--- src/rtl/cpu_pkg.sv ---
// rtl/cpu_pkg.sv - shared CPU encodings: move-immediate op codes
package cpu_pkg;

  typedef enum logic [2:0] {
    MOVE_OP_MOVL  = 3'd0,
    MOVE_OP_MOVLZ = 3'd1,
    MOVE_OP_MOVLS = 3'd2,
    MOVE_OP_MOVH  = 3'd3,
    MOVE_OP_MOVB  = 3'd4
  } move_op_t;

  typedef enum logic {
    MOVE_EMPTY = 1'b0,
    MOVE_FULL  = 1'b1
  } move_state_t;

endpackage

--- src/rtl/move_imm_alu.sv ---
// rtl/move_imm_alu.sv - combinational move-immediate datapath
// Illegal ops and out-of-range MOVB lanes yield result 0 with err set.
module move_imm_alu
  import cpu_pkg::*;
#(
  parameter int DATA_W = 16,
  localparam int LANE_W = $clog2(DATA_W / 8)
) (
  input  logic [2:0]        op,
  input  logic [LANE_W-1:0] lane,
  input  logic [7:0]        imm,
  input  logic [DATA_W-1:0] base,
  output logic [DATA_W-1:0] result,
  output logic              err
);

  localparam int N_LANES = DATA_W / 8;

  logic lane_ok;
  assign lane_ok = (32'(lane) < 32'(N_LANES));

  always_comb begin
    result = '0;
    err    = 1'b0;
    case (op)
      MOVE_OP_MOVL:  result = {base[DATA_W-1:8], imm};
      MOVE_OP_MOVLZ: result = {{(DATA_W-8){1'b0}}, imm};
      MOVE_OP_MOVLS: result = {{(DATA_W-8){1'b1}}, imm};
      MOVE_OP_MOVH: begin
        result        = base;
        result[15:8]  = imm;
      end
      MOVE_OP_MOVB: begin
        if (lane_ok) begin
          result = base;
          for (int b = 0; b < N_LANES; b++) begin
            if (lane == LANE_W'(b)) result[b*8 +: 8] = imm;
          end
        end else begin
          err = 1'b1;
        end
      end
      default: err = 1'b1;
    endcase
  end

endmodule

--- src/rtl/move_imm_unit.sv ---
// rtl/move_imm_unit.sv - move-immediate unit with one-entry output register
// Optional forwarding of the held result is compiled in with MOVE_IMM_FWD_EN.
module move_imm_unit
  import cpu_pkg::*;
#(
  parameter int DATA_W = 16,
  parameter int REG_N  = 8,
  localparam int DST_W  = $clog2(REG_N),
  localparam int LANE_W = $clog2(DATA_W / 8)
) (
  input  logic              clk,
  input  logic              rst,
  input  logic              in_valid,
  output logic              in_ready,
  input  logic [2:0]        op,
  input  logic [DST_W-1:0]  dst,
  input  logic [LANE_W-1:0] lane,
  input  logic [7:0]        imm,
  input  logic [DATA_W-1:0] dst_val,
  output logic              out_valid,
  input  logic              out_ready,
  output logic [DST_W-1:0]  out_dst,
  output logic [DATA_W-1:0] out_result,
  output logic              out_err
);

  move_state_t state, state_n;
  logic              accept;
  logic [DATA_W-1:0] base;
  logic [DATA_W-1:0] alu_result;
  logic              alu_err;

  assign out_valid = (state == MOVE_FULL);
  assign in_ready  = !rst && (!out_valid || out_ready);
  assign accept    = in_valid && in_ready;

`ifdef MOVE_IMM_FWD_EN
  // Merge onto the still-held result so back-to-back writes to one register chain.
  assign base = (out_valid && (out_dst == dst) && !out_err) ? out_result : dst_val;
`else
  assign base = dst_val;
`endif

  move_imm_alu #(.DATA_W(DATA_W)) u_alu (
    .op     (op),
    .lane   (lane),
    .imm    (imm),
    .base   (base),
    .result (alu_result),
    .err    (alu_err)
  );

  always_comb begin
    state_n = state;
    case (state)
      MOVE_EMPTY: if (accept) state_n = MOVE_FULL;
      MOVE_FULL:  if (out_ready && !accept) state_n = MOVE_EMPTY;
      default:    state_n = MOVE_EMPTY;
    endcase
  end

  always_ff @(posedge clk) begin
    if (rst) begin
      state      <= MOVE_EMPTY;
      out_dst    <= '0;
      out_result <= '0;
      out_err    <= 1'b0;
    end else begin
      state <= state_n;
      if (accept) begin
        out_dst    <= dst;
        out_result <= alu_result;
        out_err    <= alu_err;
      end
    end
  end

endmodule

--- config.mk ---
export PLATFORM = sky130hd
export DESIGN_NAME = move_imm_unit
export DESIGN_NICKNAME = d
export VERILOG_FILES = /design/src/rtl/cpu_pkg.sv /design/src/rtl/move_imm_alu.sv /design/src/rtl/move_imm_unit.sv
export SDC_FILE = /design/constraint.sdc
export NUM_CORES = 1
export LEC_CHECK = 0
export BUFFER_PORTS_ARGS = -buffer_cell sky130_fd_sc_hd__buf_4
export CAP_MARGIN = 10
export CORE_AREA = 2 2 56 58
export DETAILED_ROUTE_END_ITERATION = 10
export DIE_AREA = 0 0 58 60
export GPL_ROUTABILITY_DRIVEN = 0
export GPL_TIMING_DRIVEN = 0
export MAX_ROUTING_LAYER = met4
export PLACE_DENSITY = 0.82
export RECOVER_POWER = 100
export SLEW_MARGIN = 20
export SYNTH_ARGS = -nofsm -noshare
export SYNTH_HDL_FRONTEND = slang
export SYNTH_HIERARCHICAL = 1
export SYNTH_SLANG_ARGS = --single-unit
--- constraint.sdc ---
create_clock -name clk -period 2.67 [get_ports clk]
set_input_delay 0.1335 -clock clk [delete_from_list [all_inputs] [get_ports clk]]
set_output_delay 0.1335 -clock clk [all_outputs]
set_load 0.02 [all_outputs]
# Word-level counts from Yosys, hierarchy flattened
# Cells that the tools add are included.
[word_totals] register_bits=21 inputBits=35
[op_classes] n_eq_ne=4 muxes=7 bitwise_logic=1 n_reduce_logical=9
[op_table] op="case mux 16 bit (5 select lines)" n=1
[op_table] op="2-to-1 mux 8 bit" n=2
[op_table] op="== test 3 x 2 -> 1 bit (second input constant)" n=2
[op_table] op="OR reduction 5 bit" n=1
[op_table] op="== test 3 x 1 -> 1 bit (second input constant)" n=1
[op_table] op="== test 3 bit (second input constant)" n=1
[op_table] op="logical AND 1 bit" n=3
[op_table] op="logical NOT 1 bit" n=3
[op_table] op="logical NOT 3 bit" n=1
[op_table] op="2-to-1 mux 1 bit" n=3
[op_table] op="case mux 1 bit (2 select lines)" n=1
[op_table] op="logical OR 1 bit" n=1
[op_table] op="NOT 1 bit" n=1

# Logic depth before layout (Yosys ltp)
# Gate-level depths: netlist of run 1.
[depth] ltp_word=8 depth_mapped=7 ltp_nobuf=5

# Modules after synthesis
# The synthesis of run 1 kept the hierarchy.
[modules_own_cells] module="move_imm_unit" n_inst=1 cells_per_inst=92 area_per_inst_um2=947.2 seq_area_each_um2=420.4
[modules_own_cells] module="move_imm_alu" n_inst=1 cells_per_inst=69 area_per_inst_um2=476.7 seq_area_each_um2=0.0

# Worst setup path before layout of run 1
# OpenSTA, ideal clock, no wires.
[synth_path] path_type="in2reg" start="input port lane" end="register out_result[0]" setup_ns=0.120 arrival_time_ns=1.052 t_required_ns=2.550 setup_slack_ns=1.498 stages=7 path_cell_list="buf_6 > and2_4 > buf_6 > a22o_4 > a22o_1 > nand2b_1 > mux2i_1"
[synth_between] elab_chain_len=2
[synth_lines] item="from (decl)" line="move_imm_unit.sv:17" text="input logic [LANE_W-1:0] lane,"
[synth_lines] item="2-to-1 mux 8 bit" line="move_imm_alu.sv:37" text="if (lane == LANE_W'(b)) result[b*8 +: 8] = imm;"
[synth_lines] item="case mux 16 bit (5 select lines)" line="move_imm_alu.sv:25" text="case (op)"
[synth_lines] item="net alu_result[0]" line="move_imm_unit.sv:30" text="logic [DATA_W-1:0] alu_result;"
[synth_lines] item="to (signal assigned)" line="move_imm_unit.sv:72" text="out_result <= alu_result;"
[synth_lines] item="to (decl)" line="move_imm_unit.sv:23" text="output logic [DATA_W-1:0] out_result,"
# The timed path passes the listed nets, and every way through them passes these cells.
# A chain may end at the register's enable or synchronous reset.

# Final worst setup path of run 1
[layout_path] start="register state, in the netlist out_valid" end="register out_result[14]"
[layout_between] elab_chain_len=4
[layout_lines] item="from (decl)" line="move_imm_unit.sv:27" text="move_state_t state, state_n;"
[layout_lines] item="from (signal assigned)" line="move_imm_unit.sv:69" text="state <= state_n;"
[layout_lines] item="logical NOT 1 bit" line="move_imm_unit.sv:34" text="assign in_ready = !rst && (!out_valid || out_ready);"
[layout_lines] item="logical OR 1 bit" line="move_imm_unit.sv:34"
[layout_lines] item="logical AND 1 bit" line="move_imm_unit.sv:34"
[layout_lines] item="logical AND 1 bit" line="move_imm_unit.sv:35" text="assign accept = in_valid && in_ready;"
# Every way passes these cells.

==> results.sh, run 1 <==
export IMPL_fmax_mhz=655
export IMPL_grt_max_degree=12
export IMPL_netlist_area_mm2=0.00142
export IMPL_synthDistinctLibCells=23
export IMPL_nets=256
export IMPL_async_flop_share=0
export IMPL_finalHoldViolations=0
export IMPL_p_leak_nw=0.759
export IMPL_worst_setup_path_type="flop to flop"
export IMPL_vias=1357
export IMPL_rows=20
export IMPL_core_area_mm2=0.00290
export IMPL_finalNonFillerCells=253
export IMPL_wirelength_um=3540
export IMPL_place_ws_ps=1300
export IMPL_cp_data_arrival_time_ps=1750
export IMPL_synth_area_per_cell_um2=8.84
export IMPL_dr_pass1_iters=4
export IMPL_antenna_found_initial=0
export IMPL_clock_skew_ps=2.93
export IMPL_finalSetupViolations=0
export IMPL_synthFlopType="dfxtp_1"
export IMPL_total_power_uw=722
export IMPL_grt_pass1_wl_um=5710
export IMPL_crit_path_end_kind="flop"
export IMPL_tightest_slew_ps=697
export IMPL_cts_buffers=3
export IMPL_whs_ps=42.4
export IMPL_power_density_mw_per_mm2=401
export IMPL_ir_drop_v=0.000288
export IMPL_drv_cap=0
export IMPL_fin_crit_ps=1530
export IMPL_cts_repair_resized=0
export IMPL_drt_initial_drc_count=35
export IMPL_cp_required_ps=2900
export IMPL_slew_viol_final=0
export IMPL_status="finished, final reports clean"
export IMPL_cts_buffer_depth=2
export IMPL_fin_crit_sh=0.572
export IMPL_grt_overflow_total=0
export IMPL_drc_errors=0
export IMPL_die_w_um=58
export IMPL_cts_htree_levels=1
export IMPL_clk_latency_ps=300
export IMPL_final_setup_worst_slack_ps=1140
export IMPL_initial_core_util=0.491
export IMPL_dpl_instance_area_mm2=0.00188
export IMPL_synth_seq_cells=21
export IMPL_clock_tree_root_cell="clkbuf_4"
export IMPL_clkTransAtPathRegs_ps=110
export IMPL_drive_gt1_frac=0.236
export IMPL_crit_fanout=10
export IMPL_timing_setup_tns_ps=0
export IMPL_rsz0062_at_grt="no"
export IMPL_seq_area_frac_synth=0.295
export IMPL_fin_util=0.620
export IMPL_die_h_um=60
export IMPL_syn_num_nets=196
export IMPL_ant_nets=0
export IMPL_synth_edf_count=0
export IMPL_placedCellCount=249
export IMPL_diodes=0
export IMPL_io_buffer_count=55
export IMPL_grt_pass1_vias=1283
export IMPL_dieArea_mm2=0.00348
export IMPL_cts_hold_fix_buffers=0
export IMPL_grtUsageTotal=0.221
export IMPL_postCtsSetupBuffers=0
export IMPL_viasPerCell=5.36
export IMPL_io_pins=57
export IMPL_area_growth_pct=26.4
export IMPL_final_area_mm2=0.00180
export IMPL_synthCells=161
export IMPL_yosys_warnings=6
export IMPL_cts_sinks=21
export IMPL_maxSlewHeadroom=0.535
export IMPL_hold_path_class="primary input to flop"
export IMPL_cp_start_kind="flop"
export IMPL_hpwl_um=2800
export IMPL_cts_tree="built"
export IMPL_wl_per_cell_um=14.0
[state kept, by name (all words and copies together), names as in the netlist]
name and flops:
out_result 16, out_valid 1, out_dst 3, out_err 1
[cells in the final DEF (no fill, tap or decap)]
cell type   n
a21o_1      1
a21oi_1    15
a22o_1      8
a22o_4      1
and2_1      1
and2_4      1
and2b_2     7
buf_2       2
buf_4      34
buf_6       2
clkbuf_1   30
clkbuf_4    3
dfxtp_1    21
inv_1       1
mux2i_1    20
nand2b_1   45
nor2_1      4
nor2b_1     9
nor2b_4     1
o21ai_0     2
o21ai_4     1
o22ai_1     8
or2_1       1
or2b_1      2
[synth_stat cells, types with 4 or more instances]
library cell,n,area [um2]
and2b_2,7,61.3
mux2i_1,20,200
a22o_1,8,70.1
o22ai_1,8,50.1
nor2b_1,8,50.1
buf_6,4,45.0
clkbuf_1,5,18.8
nor2_1,4,15.0
a21oi_1,15,75.1
nand2b_1,45,282
dfxtp_1,21,420
[layer usage]
metal,up-vias,GRT usage,wire length (um)
li1,665,-,-
met1,632,0.270,1510
met2,51,0.362,1740
met3,9,0.0130,173
met4,0,0.126,117
met5,-,-,0
[layout make-up]
| type | instances | area, um2 |
|---|---|---|
| multi-input combinational | 127 | 911 |
| clock buffer | 4 | 26.3 |
| tap | 33 | 41.3 |
| fill | 287 | 1100 |
| inverter | 1 | 3.75 |
| buffer | 12 | 66.3 |
| sequential | 21 | 420 |
| timing repair buffer | 55 | 330 |
[power breakdown]
| group | leakage (nW) | switching [mW] | internal (mW) | total [mW] |
|---|---|---|---|---|
| combinational | 0.572 | 0.116 | 0.111 | 0.227 |
| clock | 0.0150 | 0.0943 | 0.0583 | 0.153 |
| sequential | 0.172 | 0.00987 | 0.333 | 0.342 |
| total | 0.759 | 0.220 | 0.501 | 0.722 |
[critical path, cell delays in order (launching register included)]
cell and delay [ps]:
dfxtp_1 330, nor2b_1 170, nor2b_4 120, clkbuf_1 540
mux2i_1 290
[path summary, 6_finish.rpt]
path	startpoint	end	slack (ps)	cells past startpoint
worst max-delay path	out_valid	out_result[14]	1140	4
worst min-delay path	in_valid	out_valid	40	3
worst max register to register	out_valid	out_result[14]	1140	4
worst min register to register	out_result[13]	out_result[13]	480	2
[kinds of logic after synthesis]
logic type             synth area share
DFF                               0.295
muxes                             0.141
and+or+nand+nor                   0.331
AOI/OAI and AO/OA                 0.173
buffers and inverters            0.0598
Power figures use the tool's default switching activity.
==> inputs of run 2 (changes only) <==
--- a/config.mk
+++ b/config.mk
@@ -5,15 +5,16 @@
 export SDC_FILE = /design/constraint.sdc
 export NUM_CORES = 1
 export LEC_CHECK = 0
+export ABC_AREA = 1
 export BUFFER_PORTS_ARGS = -buffer_cell sky130_fd_sc_hd__buf_4
 export CAP_MARGIN = 10
-export CORE_AREA = 2 2 56 58
+export CORE_AREA = 2 2 61 63
 export DETAILED_ROUTE_END_ITERATION = 10
-export DIE_AREA = 0 0 58 60
+export DIE_AREA = 0 0 63 65
 export GPL_ROUTABILITY_DRIVEN = 0
 export GPL_TIMING_DRIVEN = 0
 export MAX_ROUTING_LAYER = met4
-export PLACE_DENSITY = 0.82
+export PLACE_DENSITY = 0.77
 export RECOVER_POWER = 100
 export SLEW_MARGIN = 20
 export SYNTH_ARGS = -nofsm -noshare
==> constraint.sdc (replaced) <==
create_clock -name clk -period 1.55 [get_ports clk]
set_input_delay 0.0775 -clock clk [delete_from_list [all_inputs] [get_ports clk]]
set_output_delay 0.0775 -clock clk [all_outputs]
set_load 0.02 [all_outputs]
==> results.sh, run 2 <==
export IMPL_final_cell_mix="nand2_1 (88), nand3_1 (34), buf_4 (34)"
export IMPL_final_common_cell="nand2_1"
export IMPL_status="finished, final reports clean"
export IMPL_vias=1807
export IMPL_grt_overflow_total=0
export IMPL_initial_core_util=0.469
export IMPL_yosysTopAreaCell="dfxtp_1"
export IMPL_cts_buffer_depth=2
export IMPL_netlist_area_mm2=0.00164
export IMPL_final_setup_worst_slack_ps=442
export IMPL_syn_num_nets=302
export IMPL_slew_viol_final=0
export IMPL_clock_tree_root_cell="clkbuf_4"
export IMPL_grt_pass1_wl_um=7050
export IMPL_synth_top_area_frac=0.256
export IMPL_finalHoldViolations=0
export IMPL_drive_gt1_frac=0.263
export IMPL_fillers=389
export IMPL_ir_drop_v=0.000285
export IMPL_wl_met1_um=1880
export IMPL_crit_path_end_kind="flop"
export IMPL_synthSimpleGateAreaFrac=0.580
export IMPL_crit_slowest_cell="dfxtp_1"
export IMPL_wl_met3_um=221
export IMPL_antenna_found_initial=0
export IMPL_wirelength_um=4070
export IMPL_critical_path_depth=4
export IMPL_fin_crit_ps=1110
export IMPL_grtUsageTotal=0.215
export IMPL_synthCells=267
export IMPL_core_area_mm2=0.00350
export IMPL_cpMostUsedCell="nand2_1"
export IMPL_cp_start_kind="flop"
export IMPL_grt_max_degree=13
export IMPL_seq_area_frac_synth=0.256
export IMPL_cp_num_buf_inv=1
export IMPL_cts_sinks=21
export IMPL_yosys_warnings=6
export IMPL_diodes=0
export IMPL_finalSetupViolations=0
export IMPL_grt_pass1_vias=1626
export IMPL_cts_tree="built"
export IMPL_tightest_slew_ps=382
export IMPL_clk_latency_ps=300
export IMPL_worst_setup_path_type="flop to flop"
export IMPL_area_growth_pct=24.4
export IMPL_largest_reg_flops=16
export IMPL_yosys_area_share_xor_xnor=0
export IMPL_fmax_mhz=903
export IMPL_async_flop_share=0
export IMPL_synthMuxAreaShare=0
export IMPL_rr_worst_depth=4
export IMPL_synthFlopType="dfxtp_1"
export IMPL_rows=22
export IMPL_p_leak_nw=1.05
export IMPL_cts_htree_levels=1
export IMPL_viasPerCell=4.82
export IMPL_crit_chain="nand2_1, clkbuf_1, nand4_1, nand2_1"
export IMPL_hpwl_um=3200
export IMPL_cts_buffers=3
export IMPL_yosysMostFrequentCell="nand2_1"
export IMPL_synthDistinctLibCells=18
export IMPL_min_path_cells=3
export IMPL_io_buffer_count=55
export IMPL_whs_ps=11.1
export IMPL_synth_seq_cells=21
export IMPL_cp_required_ps=1800
export IMPL_drv_cap=0
export IMPL_fin_util=0.583
export IMPL_synth_top_family_by_area="simple AND/OR/NAND/NOR gates"
export IMPL_top_layer="met4"
export IMPL_reg_largest_list="out_result (16), out_dst (3)"
export IMPL_die_w_um=63
export IMPL_io_pins=57
export IMPL_drc_errors=0
export IMPL_regMostFlops="out_result"
export IMPL_fin_crit_sh=0.715
export IMPL_maxSlewHeadroom=0.746
export IMPL_synth_fa_ha_area_frac=0
export IMPL_worst_path_largest_cell_delay_ps=340
export IMPL_synth_compound_area_frac=0.0305
export IMPL_synth_area_per_cell_um2=6.14
export IMPL_cp_top_family="simple AND/OR/NAND/NOR gates"
export IMPL_crit_fanout=10
export IMPL_clkTransAtPathRegs_ps=120
export IMPL_ant_nets=0
export IMPL_nets=363
export IMPL_yosys_top_cells_count="nand2_1 (82), nand3_1 (33), nand2_2 (25)"
export IMPL_cp_data_arrival_time_ps=1360
export IMPL_wl_per_cell_um=10.9
export IMPL_dpl_instance_area_mm2=0.00211
export IMPL_yosys_top_cells_area="dfxtp_1 (26%), nand2_1 (19%), nand3_1 (10%)"
export IMPL_final_area_mm2=0.00204
export IMPL_drt_initial_drc_count=46
export IMPL_hold_path_class="primary input to flop"
export IMPL_rsz0062_at_grt="no"
export IMPL_die_h_um=65
export IMPL_synth_edf_count=0
export IMPL_dieArea_mm2=0.00410
export IMPL_dr_pass1_iters=4
export IMPL_clock_skew_ps=5.50
export IMPL_power_density_mw_per_mm2=631
export IMPL_postCtsSetupBuffers=0
export IMPL_place_ws_ps=403
export IMPL_routed_wl_met2_um=1950
export IMPL_timing_setup_tns_ps=0
run 2: cell types whose count changed after synthesis, moves of 10 or more:
cell / change
nor2_1: +17
nand4_1: +20
nand2_2: +25
buf_2: +10
a21oi_1: -13
nand2b_1: -45
nand2_1: +82
inv_1: +21
mux2i_1: -20
nand3_1: +33
run 2: stage by stage:
step / power, mW / instances
3_3_place_gp: 1.07 / 370
3_5_place_dp: 1.07 / 370
5_1_grt: 1.38 / 375
4_1_cts: 1.33 / 374
6_report: 1.29 / 375
2_1_floorplan: 0.884 / 267
run 2: report_power, final:
group | switching (mW) | leakage (nW) | internal (mW)
logic | 0.263 | 0.863 | 0.167
clock network | 0.167 | 0.0177 | 0.0961
registers | 0.0166 | 0.172 | 0.576
total | 0.447 | 1.05 | 0.839
run 2: layer usage:
metal / vias to the layer above / GRT usage
met3: 2 / 0.0434
met5: - / -
met2: 48 / 0.356
met1: 784 / 0.272
li1: 973 / -
met4: 0 / 0.0417
run 2: cell families (layout without fill, tap and decap cells):
kind of cell / Yosys count / in the layout
compound gates: 10 / 10
buf+inv: 44 / 104
flops: 21 / 21
simple gates: 192 / 192
run 2: cell type report:
| class | instances | area (um2) | area share |
|---|---|---|---|
| multi-input combinational | 202 | 981 | 0.481 |
| sequential | 21 | 420 | 0.206 |
| timing repair buffer | 56 | 340 | 0.167 |
| buffer | 17 | 108 | 0.0528 |
| inverter | 27 | 101 | 0.0497 |
| tap | 48 | 60.1 | 0.0295 |
| clock buffer | 3 | 22.5 | 0.0110 |
| clock inverter | 1 | 5.00 | 0.00246 |
run 2: worst paths after layout:
path | endpoint | startpoint | slack, ps
worst min register to register | out_err | out_err | 520
worst min-delay path | out_dst[0] | dst[0] | 10
worst max register to register | out_result[15] | out_valid | 440
worst max-delay path | out_result[15] | out_valid | 440
run 2: worst register-to-register path: stages (launching register included):
cell      delay, ps
dfxtp_1         340
nand2_1         120
clkbuf_1        340
nand4_1         160
nand2_1          90
run 2: repair_timing:
item | CTS | global route
hold buffers | 0 | 1
resized for setup | 0 | 0
endpoints found under the hold margin | 0 | 1
==> inputs of run 3 (changes only) <==
--- a/config.mk
+++ b/config.mk
@@ -5,12 +5,12 @@
 export SDC_FILE = /design/constraint.sdc
 export NUM_CORES = 1
 export LEC_CHECK = 0
-export ABC_AREA = 1
+export ABC_AREA = 0
 export BUFFER_PORTS_ARGS = -buffer_cell sky130_fd_sc_hd__buf_4
 export CAP_MARGIN = 10
-export CORE_AREA = 2 2 61 63
+export CORE_AREA = 2 2 58 60
 export DETAILED_ROUTE_END_ITERATION = 10
-export DIE_AREA = 0 0 63 65
+export DIE_AREA = 0 0 60 62
 export GPL_ROUTABILITY_DRIVEN = 0
 export GPL_TIMING_DRIVEN = 0
 export MAX_ROUTING_LAYER = met4
==> constraint.sdc (replaced) <==
create_clock -name clk -period 1.1 [get_ports clk]
set_input_delay 0.055 -clock clk [delete_from_list [all_inputs] [get_ports clk]]
set_output_delay 0.055 -clock clk [all_outputs]
set_load 0.02 [all_outputs]
==> results.sh, run 3 (synthesized netlist as in run 1, its figures left out) <==
export IMPL_cp_top_family="flip-flops"
export IMPL_fillers=326
export IMPL_hold_path_class="primary input to flop"
export IMPL_drt_initial_drc_count=40
export IMPL_final_cell_mix="nand2b_1 (45), buf_4 (37), clkbuf_1 (25)"
export IMPL_cp_num_buf_inv=1
export IMPL_antenna_found_initial=0
export IMPL_cts_tree="built"
export IMPL_multiInputGateArea_um2=918
export IMPL_p_leak_nw=0.794
export IMPL_finalSetupViolations=0
export IMPL_grt_pass1_wl_um=5230
export IMPL_finalHoldViolations=1
export IMPL_cts_buffers=3
export IMPL_postCtsSetupBuffers=0
export IMPL_violations="hold timing"
export IMPL_die_w_um=60
export IMPL_seq_area_um2=422
export IMPL_drive_gt1_frac=0.265
export IMPL_ant_nets=0
export IMPL_fmax_mhz=909
export IMPL_grtUsageTotal=0.194
export IMPL_crit_fanout=3
export IMPL_io_buffer_count=55
export IMPL_ir_drop_v=0.000457
export IMPL_largest_reg_flops=16
export IMPL_tightest_slew_ps=455
export IMPL_reg_largest_list="out_result (16), out_dst (3)"
export IMPL_initial_core_util=0.448
export IMPL_die_h_um=62
export IMPL_cts_buffer_depth=2
export IMPL_worst_setup_path_type="flop to primary output"
export IMPL_power_density_mw_per_mm2=948
export IMPL_dieArea_mm2=0.00372
export IMPL_cp_data_arrival_time_ps=1040
export IMPL_wirelength_um=3360
export IMPL_whs_ps=-0.881
export IMPL_clk_latency_ps=310
export IMPL_slew_viol_final=0
export IMPL_cp_required_ps=1040
export IMPL_fin_util=0.590
export IMPL_worst_path_largest_cell_delay_ps=340
export IMPL_clkTransAtPathRegs_ps=120
export IMPL_diodes=0
export IMPL_crit_slowest_cell="dfxtp_2"
export IMPL_maxSlewHeadroom=0.696
export IMPL_fin_crit_sh=1.00
export IMPL_vias=1294
export IMPL_nets=259
export IMPL_final_common_cell="nand2b_1"
export IMPL_rsz0062_at_grt="yes"
export IMPL_drc_errors=0
export IMPL_crit_path_end_kind="primary output"
export IMPL_clock_tree_root_cell="clkbuf_4"
export IMPL_grt_overflow_total=0
export IMPL_rows=21
export IMPL_dr_pass1_iters=4
export IMPL_wl_per_cell_um=12.5
export IMPL_crit_chain="nor2b_4, nor2_1, buf_4"
export IMPL_grt_pass1_vias=1202
export IMPL_area_growth_pct=31.6
export IMPL_core_area_mm2=0.00318
export IMPL_io_pins=57
export IMPL_cts_htree_levels=1
export IMPL_status="finished with violations"
export IMPL_hpwl_um=2550
export IMPL_viasPerCell=4.81
export IMPL_grt_max_degree=13
export IMPL_clock_skew_ps=5.08
export IMPL_regMostFlops="out_result"
export IMPL_cts_sinks=21
export IMPL_cp_start_kind="flop"
export IMPL_drv_cap=0
export IMPL_fin_crit_ps=1100
## run 3: metal layers
metal,vias up,share of wire,global-route usage
met5,-,0,-
met4,0,0.018,0.0921
met3,8,0.043,0.0207
met2,42,0.50,0.340
met1,573,0.44,0.222
li1,671,-,-
## run 3: metrics by stage
stage                     setup TNS, ps  instances  total power, mW  instance area [um2]  setup WS (ps)
after floorplan                       0        161             1.20                 1420           6.98
after global routing              -84.5        269             1.88                 1870          -58.9
after global placement            -1050        262             1.43                 1890           -138
final                                 0        269             1.78                 1870          0.242
after detailed placement          -1200        262             1.44                 1890           -169
after CTS                         -19.4        269             1.83                 1950          -19.4
## run 3: final cells by class
type	instances	area share
Buffer	12	0.0414
Clock buffer	3	0.0120
Clock inverter	1	0.00267
Inverter	1	0.00200
Multi-Input combinational cell	127	0.490
Sequential cell	21	0.225
Tap cell	46	0.0307
Timing Repair Buffer	58	0.196
## run 3: power breakdown
group	switching, mW	leakage (nW)	internal (mW)	total (mW)
clock network	0.249	0.0177	0.136	0.385
registers	0.0240	0.172	0.808	0.832
logic	0.276	0.604	0.285	0.561
## run 3: what timing repair did
item,in CTS,in global routing
endpoints found under the setup margin,1,3
gates resized for setup,1,1
hold buffers,3,0
hold endpoints to repair,3,0
## run 3: final timing paths
kind,from,to,slack (ps),cells past startpoint
hold / removal,dst[1],out_dst[1],-0.9,3
hold reg to reg,out_dst[1],out_dst[1],480,2
setup reg to reg,out_valid,out_result[10],60,4
setup / recovery,out_valid,in_ready,0.2,3
## run 3: worst reg2reg max path, delay by kind of cell, from the launching register on
kind	cells	cell delay (ps)
flip-flops	1	340
buffers and inverters	1	210
multiplexers	1	190
AND/OR/NAND/NOR	2	240
